File: src/rtl/multi_sprite_renderer_pkg.sv
// Shared types and helpers for the multi-sprite erase/draw renderer.
package multi_sprite_renderer_pkg;

    typedef enum logic [1:0] {
        IDLE   = 2'd0,
        ERASE  = 2'd1,
        DRAW   = 2'd2,
        FINISH = 2'd3
    } state_t;

    // Index width that never collapses to zero bits for single-entry ranges.
    function automatic int unsigned idx_w(input int unsigned n);
        return (n > 1) ? $clog2(n) : 1;
    endfunction

endpackage

File: src/rtl/multi_sprite_renderer_if.sv
// Sprite/ROM/VGA-plot bundle between object logic, sprite ROM and the renderer.
interface multi_sprite_renderer_if #(
    parameter int unsigned NUM_SPRITES = 4,
    parameter int unsigned SPRITE_W    = 27,
    parameter int unsigned SPRITE_H    = 48,
    parameter int unsigned X_W         = 9,
    parameter int unsigned Y_W         = 8,
    parameter int unsigned COLOUR_W    = 3
) ();
    import multi_sprite_renderer_pkg::*;

    localparam int unsigned SEL_W = idx_w(NUM_SPRITES);
    localparam int unsigned PX_W  = idx_w(SPRITE_W);
    localparam int unsigned PY_W  = idx_w(SPRITE_H);

    logic                       frame_tick;
    logic [NUM_SPRITES-1:0]     sprite_en;
    logic [NUM_SPRITES*X_W-1:0] sprite_x;
    logic [NUM_SPRITES*Y_W-1:0] sprite_y;
    logic [SEL_W-1:0]           rom_sel;
    logic [PX_W-1:0]            rom_px;
    logic [PY_W-1:0]            rom_py;
    logic [COLOUR_W-1:0]        rom_colour;
    logic [X_W-1:0]             plot_x;
    logic [Y_W-1:0]             plot_y;
    logic [COLOUR_W-1:0]        plot_colour;
    logic                       plot;
    logic                       busy;
    logic                       done;
    logic                       overrun;

    modport master (
        input  frame_tick, sprite_en, sprite_x, sprite_y, rom_colour,
        output rom_sel, rom_px, rom_py, plot_x, plot_y, plot_colour, plot, busy, done, overrun
    );

    modport slave (
        output frame_tick, sprite_en, sprite_x, sprite_y, rom_colour,
        input  rom_sel, rom_px, rom_py, plot_x, plot_y, plot_colour, plot, busy, done, overrun
    );

endinterface

File: src/rtl/multi_sprite_renderer_scan_counter.sv
// Row-major (px fastest) pixel scan counter with clear, enable, wrap and last-pixel flag.
module multi_sprite_renderer_scan_counter
    import multi_sprite_renderer_pkg::*;
#(
    parameter int unsigned SPRITE_W = 27,
    parameter int unsigned SPRITE_H = 48,
    localparam int unsigned PX_W = idx_w(SPRITE_W),
    localparam int unsigned PY_W = idx_w(SPRITE_H)
) (
    input  logic            clock,
    input  logic            reset,
    input  logic            clear,
    input  logic            en,
    output logic [PX_W-1:0] px,
    output logic [PY_W-1:0] py,
    output logic            last_c
);

    logic px_end_c;
    logic py_end_c;

    assign px_end_c = (px == PX_W'(SPRITE_W - 1));
    assign py_end_c = (py == PY_W'(SPRITE_H - 1));
    assign last_c   = px_end_c && py_end_c;

    always_ff @(posedge clock) begin
        if (reset || clear) begin
            px <= '0;
            py <= '0;
        end else if (en) begin
            if (px_end_c) begin
                px <= '0;
                py <= py_end_c ? '0 : py + PY_W'(1);
            end else begin
                px <= px + PX_W'(1);
            end
        end
    end

endmodule

File: src/rtl/multi_sprite_renderer.sv
// Per-frame erase-all-then-draw-all sprite renderer driving the VGA plot port.
// Optional build macro: SPRITE_TRANSPARENCY_EN (BG-coloured ROM pixels are not drawn).
module multi_sprite_renderer
    import multi_sprite_renderer_pkg::*;
#(
    parameter int unsigned NUM_SPRITES = 4,
    parameter int unsigned SPRITE_W    = 27,
    parameter int unsigned SPRITE_H    = 48,
    parameter int unsigned X_W         = 9,
    parameter int unsigned Y_W         = 8,
    parameter int unsigned SCREEN_W    = 320,
    parameter int unsigned SCREEN_H    = 240,
    parameter int unsigned COLOUR_W    = 3,
    parameter int unsigned BG_COLOUR   = 0
) (
    input  logic                     clock,
    input  logic                     reset,
    multi_sprite_renderer_if.master  bus
);

    localparam int unsigned SEL_W = idx_w(NUM_SPRITES);
    localparam int unsigned PX_W  = idx_w(SPRITE_W);
    localparam int unsigned PY_W  = idx_w(SPRITE_H);

    state_t                     state, state_n;
    logic [SEL_W-1:0]           ch, ch_n;
    logic                       drain, drain_n;
    logic                       busy, busy_n, done, done_n, overrun;
    logic                       snap, commit, scan_clr, scan_en, scan_last_c, issue;
    logic [PX_W-1:0]            px;
    logic [PY_W-1:0]            py;
    logic [NUM_SPRITES-1:0]     new_en, old_valid;
    logic [NUM_SPRITES*X_W-1:0] new_x, old_x;
    logic [NUM_SPRITES*Y_W-1:0] new_y, old_y;
    logic [SEL_W:0]             first_old, first_new, first_in, next_old, next_new;
    logic [X_W-1:0]             base_x;
    logic [Y_W-1:0]             base_y;
    logic [X_W:0]               x_sum;
    logic [Y_W:0]               y_sum;
    logic                       clip_x, clip_y;
    logic                       plot_q, draw_q;
    logic [X_W-1:0]             plot_x;
    logic [Y_W-1:0]             plot_y;

    // Returns {found, index} of the lowest set bit of mask at or above 'from'.
    function automatic logic [SEL_W:0] next_set(input logic [NUM_SPRITES-1:0] mask, input int from);
        logic [SEL_W:0] r;
        r = '0;
        for (int i = 0; i < int'(NUM_SPRITES); i++) begin
            if (mask[i] && i >= from && !r[SEL_W]) r = {1'b1, SEL_W'(i)};
        end
        return r;
    endfunction

    multi_sprite_renderer_scan_counter #(.SPRITE_W(SPRITE_W), .SPRITE_H(SPRITE_H)) u_scan (
        .clock (clock),
        .reset (reset),
        .clear (scan_clr),
        .en    (scan_en),
        .px    (px),
        .py    (py),
        .last_c(scan_last_c)
    );

    assign first_old = next_set(old_valid, 0);
    assign first_new = next_set(new_en, 0);
    assign first_in  = next_set(bus.sprite_en, 0);
    assign next_old  = next_set(old_valid, int'(ch) + 1);
    assign next_new  = next_set(new_en, int'(ch) + 1);

    // Phase sequencing; empty channels are skipped without spending a cycle.
    always_comb begin
        state_n  = state;
        ch_n     = ch;
        drain_n  = drain;
        busy_n   = busy;
        done_n   = 1'b0;
        snap     = 1'b0;
        commit   = 1'b0;
        scan_clr = 1'b0;
        scan_en  = 1'b0;
        case (state)
            IDLE: if (bus.frame_tick) begin
                snap     = 1'b1;
                busy_n   = 1'b1;
                scan_clr = 1'b1;
                if (first_old[SEL_W]) begin
                    state_n = ERASE;
                    ch_n    = first_old[SEL_W-1:0];
                end else begin
                    state_n = DRAW;
                    ch_n    = first_in[SEL_W-1:0];
                    drain_n = !first_in[SEL_W];
                end
            end
            ERASE: begin
                scan_en = 1'b1;
                if (scan_last_c) begin
                    if (next_old[SEL_W]) begin
                        ch_n = next_old[SEL_W-1:0];
                    end else begin
                        state_n = DRAW;
                        ch_n    = first_new[SEL_W-1:0];
                        drain_n = !first_new[SEL_W];
                    end
                end
            end
            DRAW: begin
                if (drain) begin
                    state_n = FINISH;
                    drain_n = 1'b0;
                    busy_n  = 1'b0;
                    done_n  = 1'b1;
                end else begin
                    scan_en = 1'b1;
                    if (scan_last_c) begin
                        if (next_new[SEL_W]) ch_n = next_new[SEL_W-1:0];
                        else                 drain_n = 1'b1;
                    end
                end
            end
            FINISH: begin
                commit  = 1'b1;
                state_n = IDLE;
            end
            default: state_n = IDLE;
        endcase
    end

    assign issue  = (state == ERASE || state == DRAW) && !drain;
    assign base_x = (state == ERASE) ? old_x[ch*X_W +: X_W] : new_x[ch*X_W +: X_W];
    assign base_y = (state == ERASE) ? old_y[ch*Y_W +: Y_W] : new_y[ch*Y_W +: Y_W];
    assign x_sum  = {1'b0, base_x} + (X_W+1)'(px);
    assign y_sum  = {1'b0, base_y} + (Y_W+1)'(py);
    assign clip_x = x_sum[X_W] || (x_sum >= (X_W+1)'(SCREEN_W));
    assign clip_y = y_sum[Y_W] || (y_sum >= (Y_W+1)'(SCREEN_H));

    always_ff @(posedge clock) begin
        if (reset) begin
            state     <= IDLE;
            ch        <= '0;
            drain     <= 1'b0;
            busy      <= 1'b0;
            done      <= 1'b0;
            overrun   <= 1'b0;
            new_en    <= '0;
            new_x     <= '0;
            new_y     <= '0;
            old_valid <= '0;
            old_x     <= '0;
            old_y     <= '0;
            plot_q    <= 1'b0;
            draw_q    <= 1'b0;
            plot_x    <= '0;
            plot_y    <= '0;
        end else begin
            state  <= state_n;
            ch     <= ch_n;
            drain  <= drain_n;
            busy   <= busy_n;
            done   <= done_n;
            plot_q <= issue && !clip_x && !clip_y;
            if (bus.frame_tick && busy) overrun <= 1'b1;
            if (snap) begin
                new_en <= bus.sprite_en;
                new_x  <= bus.sprite_x;
                new_y  <= bus.sprite_y;
            end
            if (commit) begin
                old_valid <= new_en;
                old_x     <= new_x;
                old_y     <= new_y;
            end
            if (issue) begin
                plot_x <= x_sum[X_W-1:0];
                plot_y <= y_sum[Y_W-1:0];
                draw_q <= (state == DRAW);
            end
        end
    end

    assign bus.rom_sel  = ch;
    assign bus.rom_px   = px;
    assign bus.rom_py   = py;
    assign bus.plot_x   = plot_x;
    assign bus.plot_y   = plot_y;
    assign bus.busy     = busy;
    assign bus.done     = done;
    assign bus.overrun  = overrun;
    // ROM data lands in the same cycle as the registered plot strobe, so colour is muxed in directly.
    assign bus.plot_colour = draw_q ? bus.rom_colour : COLOUR_W'(BG_COLOUR);
`ifdef SPRITE_TRANSPARENCY_EN
    assign bus.plot = plot_q && !(draw_q && (bus.rom_colour == COLOUR_W'(BG_COLOUR)));
`else
    assign bus.plot = plot_q;
`endif

endmodule

File: src/flat_wrapper.sv
// flat-port wrapper written by rule: the top's interface ports become plain ports
module multi_sprite_renderer_flat import multi_sprite_renderer_pkg::*;
#(
    parameter int unsigned NUM_SPRITES = 4,
    parameter int unsigned SPRITE_W    = 27,
    parameter int unsigned SPRITE_H    = 48,
    parameter int unsigned X_W         = 9,
    parameter int unsigned Y_W         = 8,
    parameter int unsigned SCREEN_W    = 320,
    parameter int unsigned SCREEN_H    = 240,
    parameter int unsigned COLOUR_W    = 3,
    parameter int unsigned BG_COLOUR   = 0
)
  (clock, reset, bus_frame_tick, bus_sprite_en, bus_sprite_x, bus_sprite_y, bus_rom_colour, bus_rom_sel, bus_rom_px, bus_rom_py, bus_plot_x, bus_plot_y, bus_plot_colour, bus_plot, bus_busy, bus_done, bus_overrun);
  multi_sprite_renderer_if #(.NUM_SPRITES(NUM_SPRITES), .SPRITE_W(SPRITE_W), .SPRITE_H(SPRITE_H), .X_W(X_W), .Y_W(Y_W), .COLOUR_W(COLOUR_W)) bus_i ();
  input  logic clock;
  input  logic reset;
  input wire logic [$bits(bus_i.frame_tick)-1:0] bus_frame_tick;
  input wire logic [$bits(bus_i.sprite_en)-1:0] bus_sprite_en;
  input wire logic [$bits(bus_i.sprite_x)-1:0] bus_sprite_x;
  input wire logic [$bits(bus_i.sprite_y)-1:0] bus_sprite_y;
  input wire logic [$bits(bus_i.rom_colour)-1:0] bus_rom_colour;
  output wire logic [$bits(bus_i.rom_sel)-1:0] bus_rom_sel;
  output wire logic [$bits(bus_i.rom_px)-1:0] bus_rom_px;
  output wire logic [$bits(bus_i.rom_py)-1:0] bus_rom_py;
  output wire logic [$bits(bus_i.plot_x)-1:0] bus_plot_x;
  output wire logic [$bits(bus_i.plot_y)-1:0] bus_plot_y;
  output wire logic [$bits(bus_i.plot_colour)-1:0] bus_plot_colour;
  output wire logic [$bits(bus_i.plot)-1:0] bus_plot;
  output wire logic [$bits(bus_i.busy)-1:0] bus_busy;
  output wire logic [$bits(bus_i.done)-1:0] bus_done;
  output wire logic [$bits(bus_i.overrun)-1:0] bus_overrun;
  assign bus_i.frame_tick = bus_frame_tick;
  assign bus_i.sprite_en = bus_sprite_en;
  assign bus_i.sprite_x = bus_sprite_x;
  assign bus_i.sprite_y = bus_sprite_y;
  assign bus_i.rom_colour = bus_rom_colour;
  assign bus_rom_sel = bus_i.rom_sel;
  assign bus_rom_px = bus_i.rom_px;
  assign bus_rom_py = bus_i.rom_py;
  assign bus_plot_x = bus_i.plot_x;
  assign bus_plot_y = bus_i.plot_y;
  assign bus_plot_colour = bus_i.plot_colour;
  assign bus_plot = bus_i.plot;
  assign bus_busy = bus_i.busy;
  assign bus_done = bus_i.done;
  assign bus_overrun = bus_i.overrun;
  multi_sprite_renderer #(.NUM_SPRITES(NUM_SPRITES), .SPRITE_W(SPRITE_W), .SPRITE_H(SPRITE_H), .X_W(X_W), .Y_W(Y_W), .SCREEN_W(SCREEN_W), .SCREEN_H(SCREEN_H), .COLOUR_W(COLOUR_W), .BG_COLOUR(BG_COLOUR)) u_core (.clock(clock), .reset(reset), .bus(bus_i));
endmodule
File: config.mk
export PLATFORM = sky130hd
export DESIGN_NAME = multi_sprite_renderer_flat
export DESIGN_NICKNAME = d
export VERILOG_FILES = /design/src/rtl/multi_sprite_renderer_pkg.sv /design/src/rtl/multi_sprite_renderer_if.sv /design/src/rtl/multi_sprite_renderer_scan_counter.sv /design/src/rtl/multi_sprite_renderer.sv /design/src/flat_wrapper.sv
export SDC_FILE = /design/constraint.sdc
export NUM_CORES = 1
export LEC_CHECK = 0
export CAP_MARGIN = 25
export CORE_MARGIN = 10
export CORE_UTILIZATION = 35
export CTS_CLUSTER_SIZE = 12
export DETAILED_ROUTE_END_ITERATION = 7
export PLACE_DENSITY = 0.61
export SYNTH_ARGS = -nofsm -noshare
export SYNTH_HDL_FRONTEND = slang
export SYNTH_SLANG_ARGS = --single-unit
export TNS_END_PERCENT = 10
File: constraint.sdc
create_clock -name clock -period 4.2 [get_ports clock]
set_input_delay 0.63 -clock clock [delete_from_list [all_inputs] [get_ports clock]]
set_output_delay 0.63 -clock clock [all_outputs]
set_load 0.02 [all_outputs]
* Word level (Yosys, flattened, before mapping) *
Index checks and enable logic that the tools add are counted.

word-level totals
  register bits = 182
  input port bits = 78
  output and inout bits = 37
  word-level logic and storage cells = 165

cells by class
  $add $sub $neg = 5
  $mul = 1
  $lt $le $gt $ge = 6
  equal/unequal tests = 13
  shift operators = 4
  mux-type cells = 56
  bitwise operators = 1
  reductions and logical operators = 61

operators by type and width
  operator               number
  $shiftx A36 B7 Y9      2
  $ge A3 B32 Y1 const A  2
  $shiftx A32 B6 Y8      2
  $mux W3                21
  $ge A1 B32 Y1 const A  1
  $ge A2 B32 Y1 const A  1
  $logic_and A1 B1 Y1    28
  $mux W2                12
  $logic_not A1 Y1       20
  $mux W1                14
  $add A9 B5 Y10         1
  $ge A10 B9 Y1 const B  1
  $add A8 B6 Y9          1
  $ge A9 B8 Y1 const B   1
  $mux W9                1
  $mux W8                1
  $ne A2 B1 Y1 const B   4
  $ne A2 B2 Y1 const B   4
  $pmux W2 S4            1
  $add A6 B1 Y6 const B  1
  $eq A6 B6 Y1 const B   1
  $mul A2 B4 Y6 const B  1
  $mux W6                1
  $pmux W2 S3            1
  19 further kinds       24

* Longest topological paths before layout *
Gate-level depths: netlist of run 1.

  word-level depth = 17
  mapped depth = 16
  mapped depth without buffers = 13

* By module *
Synthesis of run 1 repeated with hierarchy kept, for this count alone.

unflattened totals
  cell total of the unflattened synthesis = 966
  area total of the unflattened synthesis = 8599.5 um^2

modules (own cells, without submodules)
  module                              instances  cells an instance  area each (um^2)  seq. area each (um^2)
  multi_sprite_renderer               1          890                7961.4            3423.3
  multi_sprite_renderer_scan_counter  1          76                 638.1             220.2

* Worst setup path before layout of run 1 *
No wires, ideal clock.

  path kind = reg-to-reg
  start point = register u_core.state[1]
  end point = register u_core.plot_q (netlist: u_core.bus.plot)
  setup time = 0.061 ns
  data arrival time = 3.735 ns
  required time = 4.139 ns
  slack = 0.404 ns
  cell stages (with the launch flop) = 16
  buffers on the path = 3
  clock period less this slack = 3.796 ns
  path through = dfxtp_1 inv_1 ha_1 buf_2 buf_2 buf_1 mux4_2 mux2_2 ha_1 fa_1 a21oi_1 o21ai_1 a21o_1 nor2b_4 a2111oi_2 o221a_1

between the ends
  word-level cells in the longest chain between the ends = 8
  elaborated cells between the ends (all ways) = 16
  classes of those cells = 2 x add/sub; 2 x order compare; 2 x eq/ne; 2 x mux; 8 x reduce/logical

RTL lines
  element                 RTL line                                                                                  source
  start, declared         multi_sprite_renderer.sv:25                                                               state_t state, state_n;
  start signal, assigned  multi_sprite_renderer.sv:157                                                              state <= state_n;
  $eq A2 B1 Y1            multi_sprite_renderer.sv:130, multi_sprite_renderer.sv:131, multi_sprite_renderer.sv:132
  $mux W9                 multi_sprite_renderer.sv:131                                                              assign base_x = (state == ERASE) ? old_x[ch*X_W +: X_W] : new_x[ch*X_W +: X_W];
  $add A9 B5 Y10          multi_sprite_renderer.sv:133                                                              assign x_sum = {1'b0, base_x} + (X_W+1)'(px);
  $ge A10 B9 Y1           multi_sprite_renderer.sv:135                                                              assign clip_x = x_sum[X_W] || (x_sum >= (X_W+1)'(SCREEN_W));
  $logic_or A1 B1 Y1      multi_sprite_renderer.sv:135
  $logic_not A1 Y1        multi_sprite_renderer.sv:162                                                              plot_q <= issue && !clip_x && !clip_y;
  $logic_and A1 B1 Y1     multi_sprite_renderer.sv:162
  $logic_and A1 B1 Y1 *   multi_sprite_renderer.sv:162
  end signal, assigned    multi_sprite_renderer.sv:162
  end, declared           multi_sprite_renderer.sv:41                                                               logic plot_q, draw_q;

Mark *: on every way between the ends. The rest lies on a longest branch, timed or not.
A chain may end at the register's enable or synchronous reset.

* Final worst setup path of run 1 *
  start point = register u_core.state[0]
  end point = register u_core.plot_q (netlist: u_core.bus.plot)

Same word-level chain as after synthesis.

==> results.yml, run 1 <==
status:
  status: "completed"
sta:
  setup_viol: 0
  slew_viol_final: 0
  fin_skew_ns: 0.0186
  worst_pin_slew_ns: 0.964
  timing.fmax_mhz: 279
  fin_crit_sh: 0.854
  relSlewSlack: 0.357
  hold_ws_ns: 0.455
  setup_tns_ns: 0
  rsz0062_at_grt: "false"
  post-route-min-period_ns: 3.59
  hold_viol_final: 0
worst_hold_path:
  min_path_type: "reg -> reg"
global_routing:
  antenna_found_initial: 0
  grt_pass1_wl_mm: 35.3
  grt_use_total: 0.142
  overflow: 0
  grt_pass1_vias: 6515
  grt_max_degree: 91
synthesis:
  synth.area.top_cells: "dfxtp_1 43%, mux4_2 9.1%, mux2i_1 8.8%"
  yosys.cell_count.top_type: "nand2_1"
  synthCells: 926
  ys_seq_area_frac: 0.432
  synth_seq_cells: 182
  synth_top_area_cell: "dfxtp_1"
  yosys.cell_types.count: 55
  synthesis.area_mm2: 0.00843
  syn-num-nets: 1026
  synth_top_area_share: 0.432
  synth_edf_count: 0
  ys.flop_type: "dfxtp_1"
  syn_area_per_cell_um2: 9.10
  synthTopCellsByCount: "185 x nand2_1, 182 x dfxtp_1, 107 x nor2_1, 101 x a21oi_1, 74 x mux2i_1"
  ys_warn_count: 0
  async_flop_share: 0
route:
  drt_wl_total_mm: 21.7
  ant_nets: 0
  first_pass_iters: 4
  drc: 0
  drtIter0Drc: 473
  routed-via-count: 6652
  via_per_inst: 4.94
  avgRoutedWirePerCell_um: 16.1
placement:
  place_inst: 1315
  portBuffers: 114
  place_hpwl_mm: 15.8
  routabilityCongestion: 0.845
run:
  cap_violations: 0
layout:
  fin_nets: 1115
  drive_above_1_share: 0.107
  fill_cells: 2310
  syn2layout_area_growth_pct: 24.1
  insertedDiodeCount: 0
  register_area_mm2: 0.00365
  finalNonFillerCells: 1347
  multi_input_area_mm2: 0.00453
clock_network:
  htree_num_levels: 4
  postCtsHoldBufs: 0
  cts_setup_buffers: 0
  cts_max_path_buffers: 2
  numCtsBuffers: 17
  clk_latency_ns: 0.44
  cts.repair.resized: 0
  cts_root_buffer: "clkbuf_16"
  clock_sinks: 182
  cts_tree: "done"
  clk_pin_slew_worst_paths_ns: 0.08
setup_path:
  path_max_fanout: 16
  worstPathRequired_ns: 4.53
  cp-start-kind: "register"
  crit_type: "reg -> reg"
  endpoint_kind: "register"
  arrival_ns: 3.92
floorplanning:
  rows: 56
  dieArea_mm2: 0.0307
  die_x_um: 175
  core_area_mm2: 0.0236
  die_h_um: 175
  start_util: 0.357
  ios: 115
pwr:
  leakage_uw: 0.00368
  powerDensity_mw_per_mm2: 552
  peakVddDrop_mv: 0.213
through the flow:
step	instance area [um^2]	utilization	worst slack (ns)	total power (uW)
global route	10500	0.443	0.376	6130
finish	10500	0.443	0.613	5780
floorplan	8430	-	0.404	3570
global placement	9880	0.418	0.740	4210
CTS	10500	0.443	0.616	5840
detailed placement	9880	0.418	0.647	4230
critical path, cell delays in order, from the launching register on:
cell      delay [ns]
dfxtp_1         0.46
ha_2            0.54
buf_4           0.25
mux4_2          0.30
mux2_2          0.31
ha_1            0.30
a211oi_1        0.31
o21bai_1        0.16
a311oi_1        0.29
and4_1          0.23
a211oi_1        0.06
o221a_1         0.27
final timing paths:
path,start,end,slack (ns),cells past startpoint
max,u_core.state[0],u_core.bus.plot,0.61,11
min,u_core.bus.plot_x[6],u_core.bus.plot_x[6],0.45,2
max reg2reg,u_core.state[0],u_core.bus.plot,0.61,11
min reg2reg,u_core.bus.plot_x[6],u_core.bus.plot_x[6],0.45,2
state kept, by name, indices dropped and copies added (netlist names), 2 cells and up:
register and cells:
u_core.bus.rom_sel 2, u_core.old_y 32, u_core.u_scan.px 5, u_core.new_en 4, u_core.old_x 36, u_core.bus.plot_x 9, u_core.new_y 32, u_core.old_valid 4
u_core.u_scan.py 6, u_core.state 2, u_core.bus.plot_y 8, u_core.new_x 36
layout by cell type (no fill, tap or decap), types with 12 or more instances in the layout:
cell type,instances
a211oi_1,12
mux4_2,34
buf_4,14
clkdlybuf4s50_1,113
mux2_2,13
dfxtp_1,180
a21oi_1,101
nand2_1,184
ha_1,18
mux2i_1,74
nor2_1,107
clkbuf_16,17
layout make-up:
cell class | instances | area share
multi-input combinational | 673 | 0.433
inverter | 13 | 0.00466
timing repair buffer | 128 | 0.120
sequential | 182 | 0.349
clock inverter | 15 | 0.0153
tap | 319 | 0.0382
clock buffer | 17 | 0.0407
where the power goes:
group | leakage [uW] | switching (uW) | internal [uW] | total [uW]
sequential | 0.00148 | 275 | 1950 | 2220
combinational | 0.00191 | 1080 | 878 | 1950
clock | 0.000288 | 755 | 847 | 1600
total | 0.00368 | 2110 | 3670 | 5780
cell families after synthesis:
group | after synthesis | synth area share
simple gates | 355 | 0.176
mux | 123 | 0.201
compound gates | 159 | 0.109
flops | 182 | 0.432
fa+ha+maj | 22 | 0.0344
buf+inv | 71 | 0.0332
xor+xnor | 14 | 0.0145
metal layers:
layer / part of all wire / vias to the layer above / GRT usage / routed length [um]
met5: 0 / - / 0 / 0
met4: 0.010 / 0 / 0.0406 / 228
met3: 0.055 / 16 / 0.0377 / 1180
met2: 0.43 / 125 / 0.205 / 9280
met1: 0.51 / 3126 / 0.202 / 11000
li1: - / 3385 / - / -
(Power assumes the default switching activity.)
==> inputs of run 2 (changes only) <==
- CAP_MARGIN: 25 -> unset
- RECOVER_POWER: unset -> 100
==> results.yml, run 2 (synthesis results as in run 1) <==
route:
  drt_wl_total_mm: 21.6
  first_pass_iters: 5
  avgRoutedWirePerCell_um: 16.1
  drc: 0
  via_per_inst: 4.96
  routed-via-count: 6678
  drtIter0Drc: 482
  ant_nets: 0
worst_hold_path:
  hold_end: "u_core.bus.plot_x[1]"
  min_path_type: "reg -> reg"
  hold_path.startpoint: "u_core.bus.plot_x[1]"
  hold_depth: 2
setup_path:
  worstPathRequired_ns: 4.54
  r2r_end: "u_core.bus.plot"
  endpoint_kind: "register"
  rr_worst_depth: 12
  worstSetupStartpoint: "u_core.state[1]"
  crit_type: "reg -> reg"
  path_max_fanout: 16
  reg2reg_slack_ns: 0.48
  r2r_start: "u_core.state[1]"
  cp-start-kind: "register"
  arrival_ns: 4.06
placement:
  portBuffers: 114
  place_hpwl_mm: 15.8
  routabilityCongestion: 0.845
  place_inst: 1315
floorplanning:
  rows: 56
  die_x_um: 175
  dieArea_mm2: 0.0307
  start_util: 0.357
  core_area_mm2: 0.0236
  ios: 115
  die_h_um: 175
pwr:
  powerDensity_mw_per_mm2: 552
  p_sw_uw: 2100
  p_sw_frac: 0.365
  p_int_uw: 3640
  combPwrFrac: 0.336
  p_total_uw: 5740
  leakage_uw: 0.00377
  peakVddDrop_mv: 0.212
  clockPowerShare: 0.279
  power_frac_seq: 0.385
status:
  status: "finished, violations left"
  violations: "capacitance limit, slew limit"
clock_network:
  cts_root_buffer: "clkbuf_16"
  postCtsHoldBufs: 0
  cts_setup_buffers: 0
  clk_pin_slew_worst_paths_ns: 0.08
  numCtsBuffers: 17
  clk_latency_ns: 0.44
  htree_num_levels: 4
  cts_max_path_buffers: 2
  clock_sinks: 182
  cts.repair.resized: 0
  cts_tree: "done"
layout:
  drive_above_1_share: 0.0992
  syn2layout_area_growth_pct: 23.5
  final_util: 0.441
  top_regs: "u_core.new_x (36), u_core.old_x (36)"
  insertedDiodeCount: 0
  final_cell_mix: "185 x nand2_1, 181 x dfxtp_1, 107 x nor2_1, 101 x a21oi_1, 78 x clkdlybuf4s50_1"
  final_common_cell: "nand2_1"
  finalNonFillerCells: 1347
  fin_nets: 1115
  fill_cells: 2318
sta:
  relSlewSlack: -0.258
  timing.fmax_mhz: 269
  slew_viol_final: 271
  fin_skew_ns: 0.0223
  rsz0062_at_grt: "false"
  setup_tns_ns: 0
  post-route-min-period_ns: 3.72
  fin_crit_sh: 0.886
  worst_pin_slew_ns: 1.89
  hold_viol_final: 0
  setup_viol: 0
global_routing:
  overflow: 0
  grt_use_total: 0.142
  grt_max_degree: 91
  grt_pass1_vias: 6515
  antenna_found_initial: 0
  grt_pass1_wl_mm: 35.3
run:
  cap_violations: 5
-- run 2: cell types whose count changed in the layout (fill, tap and decap cells not counted), moves of 2 or more --
cell             before  now
clkdlybuf4s50_1     113   78
clkbuf_2              0    3
o21ai_1               5    3
buf_4                14    8
clkbuf_1              0    4
o21ai_0              11   13
dlygate4sd3_1         0   35
-- run 2: how the worst max path moves through the flow --
stage / end / slack (ns) / cells past startpoint
after global placement: u_core.bus.plot / 0.74 / 11
after global routing: u_core.bus.plot / 0.23 / 12
after detailed placement: u_core.bus.plot / 0.65 / 11
final: u_core.bus.plot / 0.48 / 12
after CTS: u_core.bus.plot / 0.62 / 11
after floorplan: u_core.bus.plot / 0.40 / 15
-- run 2: cell type report --
class	instances	area (um^2)	share of cell area
Timing Repair Buffer	128	1220	0.117
Sequential cell	182	3640	0.350
Inverter	13	48.8	0.00469
Clock inverter	15	160	0.0154
Clock buffer	17	425	0.0409
Tap cell	319	399	0.0383
Multi-Input combinational cell	673	4510	0.433
-- run 2: layer usage --
| metal | track usage | up-vias | part of all wire | routed length, um |
|---|---|---|---|---|
| met3 | 0.0377 | 14 | 0.046 | 989 |
| met4 | 0.0406 | 0 | 0.0099 | 215 |
| met1 | 0.202 | 3150 | 0.52 | 11200 |
| li1 | - | 3388 | - | - |
| met5 | 0 | - | 0 | 0 |
| met2 | 0.205 | 126 | 0.43 | 9280 |
-- run 2: critical path, cell delays in order, from the launching register on --
cell	delay, ns
dfxtp_1	0.35
inv_1	0.11
ha_2	0.49
clkbuf_1	0.36
mux4_2	0.36
mux2_2	0.31
ha_1	0.30
a211oi_1	0.31
o21bai_1	0.17
a311oi_1	0.29
and4_1	0.23
a211oi_1	0.06
o221a_1	0.27
-- run 2: power groups by stage --
stage / registers [uW] / clock network (uW) / logic [uW]
final: 2210 / 1600 / 1930
after global routing: 2250 / 1710 / 2130
after CTS: 2220 / 1640 / 1970
after detailed placement: 2260 / 0 / 1960
after global placement: 2260 / 0 / 1950
after floorplan: 2180 / 0 / 1380
-- run 2: per-stage QoR --
| stage | instance area [um^2] | hold slack, ns | setup slack [ns] |
|---|---|---|---|
| 2_1_floorplan | 8430 | 0.446 | 0.404 |
| 3_3_place_gp | 9880 | 0.444 | 0.740 |
| 3_5_place_dp | 9880 | 0.449 | 0.647 |
| 4_1_cts | 10500 | 0.459 | 0.616 |
| 5_1_grt | 10400 | 0.473 | 0.230 |
| 6_report | 10400 | 0.452 | 0.478 |
==> inputs of run 3 (changes only) <==
- RECOVER_POWER: 100 -> 25
==> results.yml, run 3 (synthesis results as in run 1) <==
status:
  status: "finished, violations left"
  violations: "capacitance limit, slew limit"
floorplanning:
  ios: 115
  dieArea_mm2: 0.0307
  die_h_um: 175
  start_util: 0.357
  rows: 56
  die_x_um: 175
  core_area_mm2: 0.0236
route:
  via_per_inst: 4.95
  first_pass_iters: 4
  ant_nets: 0
  avgRoutedWirePerCell_um: 16.1
  drt_wl_total_mm: 21.7
  drc: 0
  drtIter0Drc: 479
  routed-via-count: 6662
setup_path:
  cpPeakStageDelay_ns: 0.54
  critical_path.cell_chain: "ha_2 -> buf_4 -> mux4_2 -> mux2_2 -> ha_1 -> a211oi_1 -> o21bai_1 -> a311oi_1 -> and4_1 -> a211oi_1 -> o221a_1"
  crit_top_cell: "a211oi_1"
  slowest_stage: "ha_2"
  cp-start-kind: "register"
  crit_buf_inv: 1
  cp.depth: 11
  arrival_ns: 3.92
  crit_type: "reg -> reg"
  worstPathRequired_ns: 4.54
  path_max_fanout: 16
  rr_worst_depth: 11
  endpoint_kind: "register"
  critical_path.top_delay_family: "compound AO/OA/AOI/OAI gates"
sta:
  fin_crit_sh: 0.853
  fin_skew_ns: 0.0199
  post-route-min-period_ns: 3.58
  rsz0062_at_grt: "false"
  slew_viol_final: 178
  timing.fmax_mhz: 279
  worst_pin_slew_ns: 1.85
  relSlewSlack: -0.234
  hold_ws_ns: 0.455
  hold_viol_final: 0
  setup_tns_ns: 0
  setup_viol: 0
global_routing:
  grt_pass1_wl_mm: 35.3
  antenna_found_initial: 0
  grt_max_degree: 91
  grt_use_total: 0.142
  overflow: 0
  grt_pass1_vias: 6515
clock_network:
  cts.repair.resized: 0
  htree_num_levels: 4
  numCtsBuffers: 17
  cts_max_path_buffers: 2
  cts_root_buffer: "clkbuf_16"
  clock_sinks: 182
  cts_setup_buffers: 0
  clk_latency_ns: 0.44
  cts_tree: "done"
  clk_pin_slew_worst_paths_ns: 0.08
  postCtsHoldBufs: 0
layout:
  insertedDiodeCount: 0
  top_regs: "u_core.new_x (36), u_core.old_x (36)"
  finalInstanceArea_mm2: 0.0104
  finalNonFillerCells: 1347
  drive_above_1_share: 0.107
  fin_nets: 1115
  final_common_cell: "nand2_1"
  syn2layout_area_growth_pct: 23.9
  final_cell_mix: "184 x nand2_1, 180 x dfxtp_1, 113 x clkdlybuf4s50_1, 107 x nor2_1, 101 x a21oi_1"
pwr:
  power_frac_seq: 0.385
  p_sw_frac: 0.364
  p_int_uw: 3670
  clockPowerShare: 0.277
  p_total_uw: 5770
  combPwrFrac: 0.338
  leakage_uw: 0.00367
  peakVddDrop_mv: 0.213
  powerDensity_mw_per_mm2: 553
  p_sw_uw: 2100
placement:
  place_hpwl_mm: 15.8
  place_inst: 1315
  routabilityCongestion: 0.845
  portBuffers: 114
  placed_area_mm2: 0.00988
worst_hold_path:
  hold_depth: 2
  min_path_type: "reg -> reg"
run:
  cap_violations: 2
==> run 3: layer usage <==
layer | up-vias | part of all wire | GRT usage | wire (um)
met1 | 3130 | 0.51 | 0.202 | 11000
li1 | 3383 | - | - | -
met5 | - | 0 | 0 | 0
met4 | 0 | 0.011 | 0.0406 | 231
met3 | 15 | 0.052 | 0.0377 | 1130
met2 | 134 | 0.43 | 0.205 | 9280
==> run 3: area by class of cell <==
class | count | area (um^2)
Clock inverter | 15 | 160
Inverter | 13 | 48.8
Tap cell | 319 | 399
Clock buffer | 17 | 425
Timing Repair Buffer | 128 | 1240
Fill cell | 2313 | 13200
Sequential cell | 182 | 3650
Multi-Input combinational cell | 673 | 4530
==> run 3: per-stage QoR <==
| step | worst slack, ns | utilization |
|---|---|---|
| 2_1_floorplan | 0.404 | - |
| 3_3_place_gp | 0.740 | 0.418 |
| 3_5_place_dp | 0.647 | 0.418 |
| 4_1_cts | 0.616 | 0.443 |
| 5_1_grt | 0.365 | 0.442 |
| 6_report | 0.616 | 0.442 |
==> run 3: worst reg2reg max path, stage by stage (launching register included) <==
cell	delay (ns)
dfxtp_1	0.46
ha_2	0.54
buf_4	0.26
mux4_2	0.30
mux2_2	0.31
ha_1	0.30
a211oi_1	0.31
o21bai_1	0.17
a311oi_1	0.28
and4_1	0.23
a211oi_1	0.05
o221a_1	0.27
==> run 3: worst paths after layout <==
check	startpoint	slack, ns	to
max	u_core.state[0]	0.62	u_core.bus.plot
min	u_core.bus.plot_x[6]	0.45	u_core.bus.plot_x[6]
max reg2reg	u_core.state[0]	0.62	u_core.bus.plot
min reg2reg	u_core.bus.plot_x[6]	0.45	u_core.bus.plot_x[6]
==> run 3: power groups by stage <==
stage               clock network, uW  registers, uW  logic (uW)
detailed placement                  0           2260        1960
finish                           1600           2220        1950
floorplan                           0           2180        1380
global placement                    0           2260        1950
CTS                              1640           2220        1970
global route                     1710           2260        2160
